<file path="src/rtl/gpio_rgb_scheduler_pkg.sv">
// Shared types and constants for the GPIO R/G/B word scheduler.
package gpio_sched_pkg;

  localparam int CH_COUNT = 3;

  // wrCh encoding; 2'd3 is not a channel and flags an error
  typedef enum logic [1:0] {
    CH_R = 2'd0,
    CH_G = 2'd1,
    CH_B = 2'd2
  } channel_e;

  localparam logic [1:0] CH_INVALID = 2'd3;

  // Scheduler states; encodings are fixed so the top can reuse them as plain constants
  typedef enum logic [2:0] {
    ST_IDLE   = 3'd0,
    ST_EMIT_R = 3'd1,
    ST_EMIT_G = 3'd2,
    ST_EMIT_B = 3'd3,
    ST_DONE   = 3'd4
  } state_e;

endpackage

</file>
<file path="src/rtl/gpio_rgb_scheduler_if.sv">
// Core-side write port and GPIO pin bundle of the R/G/B scheduler.
interface gpio_rgb_scheduler_if;

  logic        start;
  logic        wrEn;
  logic [1:0]  wrCh;
  logic [31:0] wrData;
  logic        gpioHold;
  logic        fullR;
  logic        fullG;
  logic        fullB;
  logic [31:0] GPIO;
  logic        GPIOEnR;
  logic        GPIOEnG;
  logic        GPIOEnB;
  logic        GPIOEn;
  logic        done;
  logic        errFlag;

  // Core / board side: issues writes and backpressure, observes the pins
  modport master (
    output start, wrEn, wrCh, wrData, gpioHold,
    input  fullR, fullG, fullB, GPIO, GPIOEnR, GPIOEnG, GPIOEnB, GPIOEn, done, errFlag
  );

  // Scheduler side
  modport slave (
    input  start, wrEn, wrCh, wrData, gpioHold,
    output fullR, fullG, fullB, GPIO, GPIOEnR, GPIOEnG, GPIOEnB, GPIOEn, done, errFlag
  );

endinterface

</file>
<file path="src/rtl/gpio_rgb_scheduler_fifo.sv">
// Per-channel synchronous FIFO. A push into a full FIFO only lands when a pop
// frees the slot in the same cycle; a pop on an empty FIFO is ignored, so a
// word pushed into an empty FIFO becomes poppable one cycle later (no bypass).
module sync_fifo #(
  parameter int DEPTH = 8,
  parameter int WIDTH = 32
) (
  input  logic             clk,
  input  logic             rst,
  input  logic             push,
  input  logic             pop,
  input  logic [WIDTH-1:0] wr_data,
  output logic [WIDTH-1:0] rd_data,
  output logic             full,
  output logic             empty
);

  localparam int PTR_W = (DEPTH > 1) ? $clog2(DEPTH) : 1;

  logic [WIDTH-1:0] mem [DEPTH];
  logic [PTR_W-1:0] wr_ptr_reg;
  logic [PTR_W-1:0] rd_ptr_reg;
  logic [PTR_W:0]   occ_reg;
  logic             push_ok;
  logic             pop_ok;

  assign full    = (occ_reg == (PTR_W + 1)'(DEPTH));
  assign empty   = (occ_reg == '0);
  assign pop_ok  = pop && !empty;
  assign push_ok = push && (!full || pop_ok);

  // Head word is presented continuously; the consumer registers it on pop
  assign rd_data = mem[rd_ptr_reg];

  // Storage array: written on accepted pushes, never reset
  always_ff @(posedge clk) begin
    if (push_ok) begin
      mem[wr_ptr_reg] <= wr_data;
    end
  end

  // Pointers wrap naturally because DEPTH is a power of two; occupancy tracks fill level
  always_ff @(posedge clk) begin
    if (rst) begin
      wr_ptr_reg <= '0;
      rd_ptr_reg <= '0;
      occ_reg    <= '0;
    end else begin
      if (push_ok) begin
        wr_ptr_reg <= wr_ptr_reg + PTR_W'(1);
      end
      if (pop_ok) begin
        rd_ptr_reg <= rd_ptr_reg + PTR_W'(1);
      end
      case ({push_ok, pop_ok})
        2'b10:   occ_reg <= occ_reg + (PTR_W + 1)'(1);
        2'b01:   occ_reg <= occ_reg - (PTR_W + 1)'(1);
        default: occ_reg <= occ_reg;
      endcase
    end
  end

endmodule

</file>
<file path="src/rtl/gpio_rgb_scheduler.sv">
// Buffers R/G/B result words from the vector core and drains them onto the
// shared GPIO bus in strict R->G->B order, one frame of FRAME_WORDS triples
// per start pulse.
module gpio_rgb_scheduler
  import gpio_sched_pkg::*;
#(
  parameter int DEPTH       = 8,
  parameter int FRAME_WORDS = 40000
) (
  input  logic                 clk,
  input  logic                 rst,
  gpio_rgb_scheduler_if.slave  io
);

  localparam int               CNT_W    = (FRAME_WORDS > 1) ? $clog2(FRAME_WORDS) : 1;
  localparam logic [CNT_W-1:0] LAST_CNT = CNT_W'(FRAME_WORDS - 1);

  localparam logic [2:0] IDLE   = ST_IDLE;
  localparam logic [2:0] EMIT_R = ST_EMIT_R;
  localparam logic [2:0] EMIT_G = ST_EMIT_G;
  localparam logic [2:0] EMIT_B = ST_EMIT_B;
  localparam logic [2:0] DONE   = ST_DONE;

  logic [2:0]          state_reg;
  logic [2:0]          state_next;
  logic [CNT_W-1:0]    cnt_reg;
  logic [CNT_W-1:0]    cnt_next;

  logic [CH_COUNT-1:0] sel_vec;
  logic [CH_COUNT-1:0] push_vec;
  logic [CH_COUNT-1:0] pop_vec;
  logic [CH_COUNT-1:0] full_vec;
  logic [CH_COUNT-1:0] empty_vec;
  logic [31:0]         rd_data [CH_COUNT];

  logic [31:0]         beat_data;
  logic                beat;
  logic                wr_err;

  logic [CH_COUNT-1:0] strobe_reg;
  logic [31:0]         gpio_reg;
  logic                gpio_en_reg;
  logic                done_reg;
  logic                err_reg;

  // Which channel the FSM is currently waiting to emit (bit index = channel code)
  assign sel_vec = {state_reg == EMIT_B, state_reg == EMIT_G, state_reg == EMIT_R};

  genvar gi;
  generate
    for (gi = 0; gi < CH_COUNT; gi++) begin : g_ch
      assign push_vec[gi] = io.wrEn && (io.wrCh == 2'(gi));
      assign pop_vec[gi]  = sel_vec[gi] && !empty_vec[gi] && !io.gpioHold;

      sync_fifo #(
        .DEPTH (DEPTH),
        .WIDTH (32)
      ) u_fifo (
        .clk     (clk),
        .rst     (rst),
        .push    (push_vec[gi]),
        .pop     (pop_vec[gi]),
        .wr_data (io.wrData),
        .rd_data (rd_data[gi]),
        .full    (full_vec[gi]),
        .empty   (empty_vec[gi])
      );
    end
  endgenerate

  assign beat = |pop_vec;

  // Overflow (no same-channel pop to make room) or an invalid channel code
  assign wr_err = io.wrEn && ((io.wrCh == CH_INVALID) || (|(push_vec & full_vec & ~pop_vec)));

  // Select the word being popped; at most one channel pops per cycle
  always_comb begin
    beat_data = '0;
    for (int c = 0; c < CH_COUNT; c++) begin
      if (pop_vec[c]) begin
        beat_data = rd_data[c];
      end
    end
  end

  // Next-state and frame counter: advance only on an emitted beat, count B beats
  always_comb begin
    state_next = state_reg;
    cnt_next   = cnt_reg;
    case (state_reg)
      IDLE: begin
        if (io.start) begin
          state_next = EMIT_R;
        end
      end
      EMIT_R: begin
        if (pop_vec[CH_R]) begin
          state_next = EMIT_G;
        end
      end
      EMIT_G: begin
        if (pop_vec[CH_G]) begin
          state_next = EMIT_B;
        end
      end
      EMIT_B: begin
        if (pop_vec[CH_B]) begin
          if (cnt_reg == LAST_CNT) begin
            state_next = DONE;
            cnt_next   = '0;
          end else begin
            state_next = EMIT_R;
            cnt_next   = cnt_reg + CNT_W'(1);
          end
        end
      end
      DONE: begin
        state_next = IDLE;
        cnt_next   = '0;
      end
      default: begin
        state_next = IDLE;
        cnt_next   = '0;
      end
    endcase
  end

  // State, counter and all registered pin outputs
  always_ff @(posedge clk) begin
    if (rst) begin
      state_reg   <= IDLE;
      cnt_reg     <= '0;
      strobe_reg  <= '0;
      gpio_reg    <= '0;
      gpio_en_reg <= 1'b0;
      done_reg    <= 1'b0;
      err_reg     <= 1'b0;
    end else begin
      state_reg  <= state_next;
      cnt_reg    <= cnt_next;
      strobe_reg <= pop_vec;
      if (beat) begin
        gpio_reg <= beat_data;
      end
      done_reg <= (state_reg == DONE);
      if (state_reg == DONE) begin
        gpio_en_reg <= 1'b0;
      end else if (pop_vec[CH_R]) begin
        gpio_en_reg <= 1'b1;
      end
      // A new error in the same cycle as an accepted start still sticks
      if (wr_err) begin
        err_reg <= 1'b1;
      end else if ((state_reg == IDLE) && io.start) begin
        err_reg <= 1'b0;
      end
    end
  end

  assign io.fullR   = full_vec[CH_R];
  assign io.fullG   = full_vec[CH_G];
  assign io.fullB   = full_vec[CH_B];
  assign io.GPIO    = gpio_reg;
  assign io.GPIOEnR = strobe_reg[CH_R];
  assign io.GPIOEnG = strobe_reg[CH_G];
  assign io.GPIOEnB = strobe_reg[CH_B];
  assign io.GPIOEn  = gpio_en_reg;
  assign io.done    = done_reg;
  assign io.errFlag = err_reg;

endmodule

</file>
<file path="src/flat_wrapper.sv">
// flat-port wrapper written by rule: the top's interface ports become plain ports
module gpio_rgb_scheduler_flat import gpio_sched_pkg::*;
#(
  parameter int DEPTH       = 8,
  parameter int FRAME_WORDS = 40000
)
  (clk, rst, io_start, io_wrEn, io_wrCh, io_wrData, io_gpioHold, io_fullR, io_fullG, io_fullB, io_GPIO, io_GPIOEnR, io_GPIOEnG, io_GPIOEnB, io_GPIOEn, io_done, io_errFlag);
  gpio_rgb_scheduler_if io_i ();
  input  logic clk;
  input  logic rst;
  input wire logic [$bits(io_i.start)-1:0] io_start;
  input wire logic [$bits(io_i.wrEn)-1:0] io_wrEn;
  input wire logic [$bits(io_i.wrCh)-1:0] io_wrCh;
  input wire logic [$bits(io_i.wrData)-1:0] io_wrData;
  input wire logic [$bits(io_i.gpioHold)-1:0] io_gpioHold;
  output wire logic [$bits(io_i.fullR)-1:0] io_fullR;
  output wire logic [$bits(io_i.fullG)-1:0] io_fullG;
  output wire logic [$bits(io_i.fullB)-1:0] io_fullB;
  output wire logic [$bits(io_i.GPIO)-1:0] io_GPIO;
  output wire logic [$bits(io_i.GPIOEnR)-1:0] io_GPIOEnR;
  output wire logic [$bits(io_i.GPIOEnG)-1:0] io_GPIOEnG;
  output wire logic [$bits(io_i.GPIOEnB)-1:0] io_GPIOEnB;
  output wire logic [$bits(io_i.GPIOEn)-1:0] io_GPIOEn;
  output wire logic [$bits(io_i.done)-1:0] io_done;
  output wire logic [$bits(io_i.errFlag)-1:0] io_errFlag;
  assign io_i.start = io_start;
  assign io_i.wrEn = io_wrEn;
  assign io_i.wrCh = io_wrCh;
  assign io_i.wrData = io_wrData;
  assign io_i.gpioHold = io_gpioHold;
  assign io_fullR = io_i.fullR;
  assign io_fullG = io_i.fullG;
  assign io_fullB = io_i.fullB;
  assign io_GPIO = io_i.GPIO;
  assign io_GPIOEnR = io_i.GPIOEnR;
  assign io_GPIOEnG = io_i.GPIOEnG;
  assign io_GPIOEnB = io_i.GPIOEnB;
  assign io_GPIOEn = io_i.GPIOEn;
  assign io_done = io_i.done;
  assign io_errFlag = io_i.errFlag;
  gpio_rgb_scheduler #(.DEPTH(DEPTH), .FRAME_WORDS(FRAME_WORDS)) u_core (.clk(clk), .rst(rst), .io(io_i));
endmodule
</file>
<file path="config.mk">
export PLATFORM = sky130hd
export DESIGN_NAME = gpio_rgb_scheduler_flat
export DESIGN_NICKNAME = d
export VERILOG_FILES = /design/src/rtl/gpio_rgb_scheduler_pkg.sv /design/src/rtl/gpio_rgb_scheduler_if.sv /design/src/rtl/gpio_rgb_scheduler_fifo.sv /design/src/rtl/gpio_rgb_scheduler.sv /design/src/flat_wrapper.sv
export SDC_FILE = /design/constraint.sdc
export NUM_CORES = 1
export LEC_CHECK = 0
export BUFFER_PORTS_ARGS = -buffer_cell sky130_fd_sc_hd__buf_2
export CAP_MARGIN = 40
export CORE_ASPECT_RATIO = 1.1
export CORE_MARGIN = 2
export CORE_UTILIZATION = 50
export CTS_BUF_LIST = sky130_fd_sc_hd__clkbuf_2
export CTS_CLUSTER_SIZE = 14
export DETAILED_ROUTE_END_ITERATION = 10
export PLACE_DENSITY = 0.77
export SLEW_MARGIN = 5
export SYNTH_ARGS = -nofsm -noshare
export SYNTH_HDL_FRONTEND = slang
export SYNTH_SLANG_ARGS = --single-unit
</file>
<file path="constraint.sdc">
create_clock -name clk -period 12.5 [get_ports clk]
set_input_delay 2.5 -clock clk [delete_from_list [all_inputs] [get_ports clk]]
set_output_delay 2.5 -clock clk [all_outputs]
set_load 0.1 [all_outputs]
</file>
==> metrics.json <==
{
  "synthesized_cell_area": {"value": 33400, "unit": "µm²"},
  "placedInstanceArea": {"value": 35200, "unit": "µm²"},
  "number_of_global_route_vias_before_repair": {"value": 18800},
  "synthesis.nets": {"value": 1903},
  "synth_cell_type_count": {"value": 63},
  "crit_buf_inv": {"value": 1},
  "die_height": {"value": 275, "unit": "µm"},
  "synth_enable_flop_cells": {"value": 768},
  "holdPathStages": {"value": 2},
  "fp.dieW": {"value": 251, "unit": "µm"},
  "layout_commonest_cell": {"value": "sky130_fd_sc_hd__edfxtp_1"},
  "finalHoldViolCount": {"value": 0},
  "synth-seq-cells": {"value": 864},
  "global_route_wire_length_before_repair": {"value": 109000, "unit": "µm"},
  "residual_antenna_violating_net_count_after_detailed_routing": {"value": 0},
  "sequential_cell_area": {"value": 25000, "unit": "µm²"},
  "cap_viol_max_count": {"value": 0},
  "cts-hold-fix-buffers": {"value": 0},
  "number_of_remaining_drc_errors": {"value": 0},
  "htree_num_levels": {"value": 4},
  "antenna_found_initial": {"value": 3},
  "area_of_the_core_region": {"value": 66300, "unit": "µm²"},
  "clk_pin_slew_worst_paths": {"value": 0.08, "unit": "ns"},
  "min-delay-path-class": {"value": "reg2reg"},
  "dieArea": {"value": 69000, "unit": "µm²"},
  "crit_family": {"value": "simple AND/OR/NAND/NOR gates"},
  "critPathMaxFanout": {"value": 8},
  "post_route_cells_drive_above_1_share": {"value": 27.5, "unit": "%"},
  "dp_hpwl": {"value": 43000, "unit": "µm"},
  "global_route.overflow_total": {"value": 0},
  "final_weighted_congestion_in_routability_driven_placement": {"value": 0.781},
  "avgRoutedWirePerCell": {"value": 23.5, "unit": "µm"},
  "synthFlopType": {"value": "sky130_fd_sc_hd__edfxtp_1"},
  "pre_cts_ws": {"value": 7.19, "unit": "ns"},
  "timing.critical_path.slowest_stage_cell": {"value": "sky130_fd_sc_hd__nor3_1"},
  "cts_num_sinks": {"value": 864},
  "num-nets-final": {"value": 2110},
  "drt-vias-per-instance": {"value": 5.94},
  "final.min_clock_period": {"value": 5.48, "unit": "ns"},
  "worstPathCellList": {"value": "nor3_1, and2_1, buf_2"},
  "synthArstFlopShare": {"value": 0, "unit": "%"},
  "reg2regPathDepth": {"value": 5},
  "finalSetupTns": {"value": 0, "unit": "ns"},
  "r2r_setup_slack": {"value": 9.21, "unit": "ns"},
  "synth.yosys.warnings": {"value": 0},
  "smallest_setup_slack_after_layout": {"value": 7.02, "unit": "ns"},
  "min_to": {"value": "u_core.io.errFlag"},
  "drt-initial-drc-count": {"value": 1614},
  "holdCritStartpoint": {"value": "u_core.io.errFlag"},
  "synthCells": {"value": 1854},
  "cp-start-kind": {"value": "flop"},
  "endpoint_kind": {"value": "output port"},
  "status": {"value": "completed"},
  "synth_top_cell_area_share": {"value": 69.0, "unit": "%"},
  "deepest_clock_path_buffer_count": {"value": 3},
  "gr-usage-all-layers": {"value": 20.9, "unit": "%"},
  "synth_to_layout_area_growth": {"value": 10.4, "unit": "%"},
  "r2r_start": {"value": "u_core.state_reg[1]"},
  "dominant_cells_by_area_after_synthesis": {"value": "sky130_fd_sc_hd__edfxtp_1, sky130_fd_sc_hd__mux4_2, sky130_fd_sc_hd__mux2i_1"},
  "initial_core_util": {"value": 50.5, "unit": "%"},
  "placement_rows": {"value": 99},
  "synth.avg_cell_area": {"value": 18.0, "unit": "µm²"},
  "fin_skew": {"value": 0.0822, "unit": "ns"},
  "largest_register_ff_count": {"value": 768},
  "layout_common_cells": {"value": "sky130_fd_sc_hd__edfxtp_1, sky130_fd_sc_hd__clkbuf_2, sky130_fd_sc_hd__mux2i_1, sky130_fd_sc_hd__mux4_2, sky130_fd_sc_hd__dfxtp_1"},
  "grt_start_max_net_pins": {"value": 57},
  "worst-endpoint-required": {"value": 10.00, "unit": "ns"},
  "netlist.top_cell.by_area": {"value": "sky130_fd_sc_hd__edfxtp_1"},
  "fill_cells": {"value": 4895},
  "multi_input_area": {"value": 8130, "unit": "µm²"},
  "place.port_buffers": {"value": 79},
  "setup_repair_after_global_routing_missed_its_margin": {"value": "false"},
  "power.leakage": {"value": 11.6, "unit": "nW"},
  "cellPowerDensity": {"value": 133, "unit": "nW/µm²"},
  "tritoncts": {"value": "done"},
  "io_pins": {"value": 80},
  "cpPeakStageDelay": {"value": 0.67, "unit": "ns"},
  "layout_worst_path_cycle_share": {"value": 43.9, "unit": "%"},
  "tightestPinTransition": {"value": 0.916, "unit": "ns"},
  "final_max_slew_viol_count": {"value": 0},
  "achievable-frequency": {"value": 182, "unit": "MHz"},
  "cts_post_setup_buffers_inserted": {"value": 0},
  "tritoncts.num_buffers": {"value": 187},
  "drt_wl_total": {"value": 72000, "unit": "µm"},
  "setup_viol": {"value": 0},
  "cts.repair.resized": {"value": 0},
  "clock_latency": {"value": 1.22, "unit": "ns"},
  "synth.yosys.seq_area_share": {"value": 74.7, "unit": "%"},
  "critPathArrivalTime": {"value": 2.98, "unit": "ns"},
  "critical_path_class": {"value": "reg2out"},
  "ir_drop_worst_vdd": {"value": 73.0, "unit": "µV"},
  "first_pass_iteration_count_of_the_detailed_router": {"value": 6},
  "slew-limit-headroom": {"value": 38.9, "unit": "%"},
  "via_count": {"value": 18200},
  "cts.root.buffer_cell": {"value": "sky130_fd_sc_hd__clkbuf_2"},
  "r2r_end": {"value": "u_core.g_ch[1].u_fifo.mem[4][17]"},
  "finish.instance_area": {"value": 36900, "unit": "µm²"}
}
[worst register-to-register path, stage by stage, from the launching register on]
cell and delay, ns:
sky130_fd_sc_hd__dfxtp_1 0.60, sky130_fd_sc_hd__or4b_4 0.59, sky130_fd_sc_hd__a31oi_1 0.53, sky130_fd_sc_hd__nand2b_1 0.40
sky130_fd_sc_hd__nor2_4 0.60, sky130_fd_sc_hd__buf_16 0.24
[cells in the mapped netlist, types with 3 or more instances]
| cell type | instances |
|---|---|
| sky130_fd_sc_hd__buf_2 | 15 |
| sky130_fd_sc_hd__o31ai_1 | 3 |
| sky130_fd_sc_hd__xnor2_1 | 11 |
| sky130_fd_sc_hd__a221oi_1 | 73 |
| sky130_fd_sc_hd__nand3_1 | 12 |
| sky130_fd_sc_hd__o21ai_0 | 82 |
| sky130_fd_sc_hd__nor4_1 | 6 |
| sky130_fd_sc_hd__buf_4 | 3 |
| sky130_fd_sc_hd__nand4_1 | 5 |
| sky130_fd_sc_hd__xor2_1 | 10 |
| sky130_fd_sc_hd__mux2i_1 | 200 |
| sky130_fd_sc_hd__a31oi_1 | 12 |
| sky130_fd_sc_hd__ha_1 | 10 |
| sky130_fd_sc_hd__nand2_1 | 74 |
| sky130_fd_sc_hd__nand3b_1 | 3 |
| sky130_fd_sc_hd__a221oi_2 | 25 |
| sky130_fd_sc_hd__nor2_1 | 65 |
| sky130_fd_sc_hd__edfxtp_1 | 768 |
| sky130_fd_sc_hd__a211oi_1 | 3 |
| sky130_fd_sc_hd__clkbuf_1 | 78 |
| sky130_fd_sc_hd__a21oi_1 | 31 |
| sky130_fd_sc_hd__and4_1 | 3 |
| sky130_fd_sc_hd__or3b_2 | 4 |
| sky130_fd_sc_hd__nor2b_1 | 5 |
| sky130_fd_sc_hd__o21ai_1 | 26 |
| sky130_fd_sc_hd__dfxtp_1 | 96 |
| sky130_fd_sc_hd__buf_6 | 5 |
| sky130_fd_sc_hd__and2_1 | 7 |
| sky130_fd_sc_hd__nand2b_1 | 8 |
| sky130_fd_sc_hd__nor4b_1 | 3 |
| sky130_fd_sc_hd__nor3_1 | 22 |
| sky130_fd_sc_hd__a2111oi_0 | 3 |
| sky130_fd_sc_hd__a41oi_1 | 32 |
| sky130_fd_sc_hd__and3_1 | 8 |
| sky130_fd_sc_hd__mux4_2 | 96 |
| sky130_fd_sc_hd__buf_1 | 11 |
| sky130_fd_sc_hd__inv_1 | 5 |
[power breakdown]
group / internal (mW) / total [mW] / switching (mW)
combinational: 0.0221 / 0.0951 / 0.0730
sequential: 3.15 / 3.16 / 0.00659
clock: 0.628 / 1.65 / 1.03
[how the worst max path moves through the flow]
stage	from	endpoint	slack (ns)	cells past startpoint
after floorplan	io_gpioHold	u_core.g_ch[0].u_fifo.mem[0][0]	5.58	4
after global placement	io_gpioHold	u_core.g_ch[1].u_fifo.mem[3][15]	7.10	5
after detailed placement	io_gpioHold	u_core.g_ch[1].u_fifo.mem[4][16]	7.19	6
after CTS	u_core.g_ch[0].u_fifo.occ_reg[1]	io_fullR	6.93	3
after global routing	u_core.g_ch[0].u_fifo.occ_reg[1]	io_fullR	6.83	3
final	u_core.g_ch[0].u_fifo.occ_reg[1]	io_fullR	7.02	3
[logic make-up (layout without fill, tap and decap cells)]
group,count (synthesis),after routing,synth area share (%)
flops,864,864,74.7
compound gates,303,303,6.75
mux,296,296,12.5
simple gates,243,243,3.63
buf+inv,117,468,1.52
xor+xnor,21,21,0.550
fa+ha+maj,10,10,0.374
other cells,0,2,0
[routing by layer]
| layer | share of wire, % | global-route usage, % |
|---|---|---|
| met5 | 0.018 | 0 |
| met4 | 2.4 | 8.19 |
| met3 | 5.9 | 3.89 |
| met2 | 53 | 37.3 |
| met1 | 39 | 25.5 |
[through the flow]
step,std cells,util [%],power [mW],hold slack (ns)
floorplan,1854,-,3.26,0.462
global placement,2717,52.7,3.31,0.453
detailed placement,2730,53.2,3.32,0.463
CTS,3063,55.7,4.95,0.475
global route,3065,55.7,5.10,0.503
finish,3065,55.7,4.91,0.475
[layout make-up]
cell class / instances / share of cell area (%)
diodes: 2 / 0.0136
clock buffers: 284 / 3.85
clock inverters: 49 / 0.708
inverters: 5 / 0.0508
multi-input cells: 873 / 22.0
flip-flops and latches: 864 / 67.7
well taps: 858 / 2.91
repair buffers: 130 / 2.71
No activity file was read; power rests on OpenSTA's default activity.
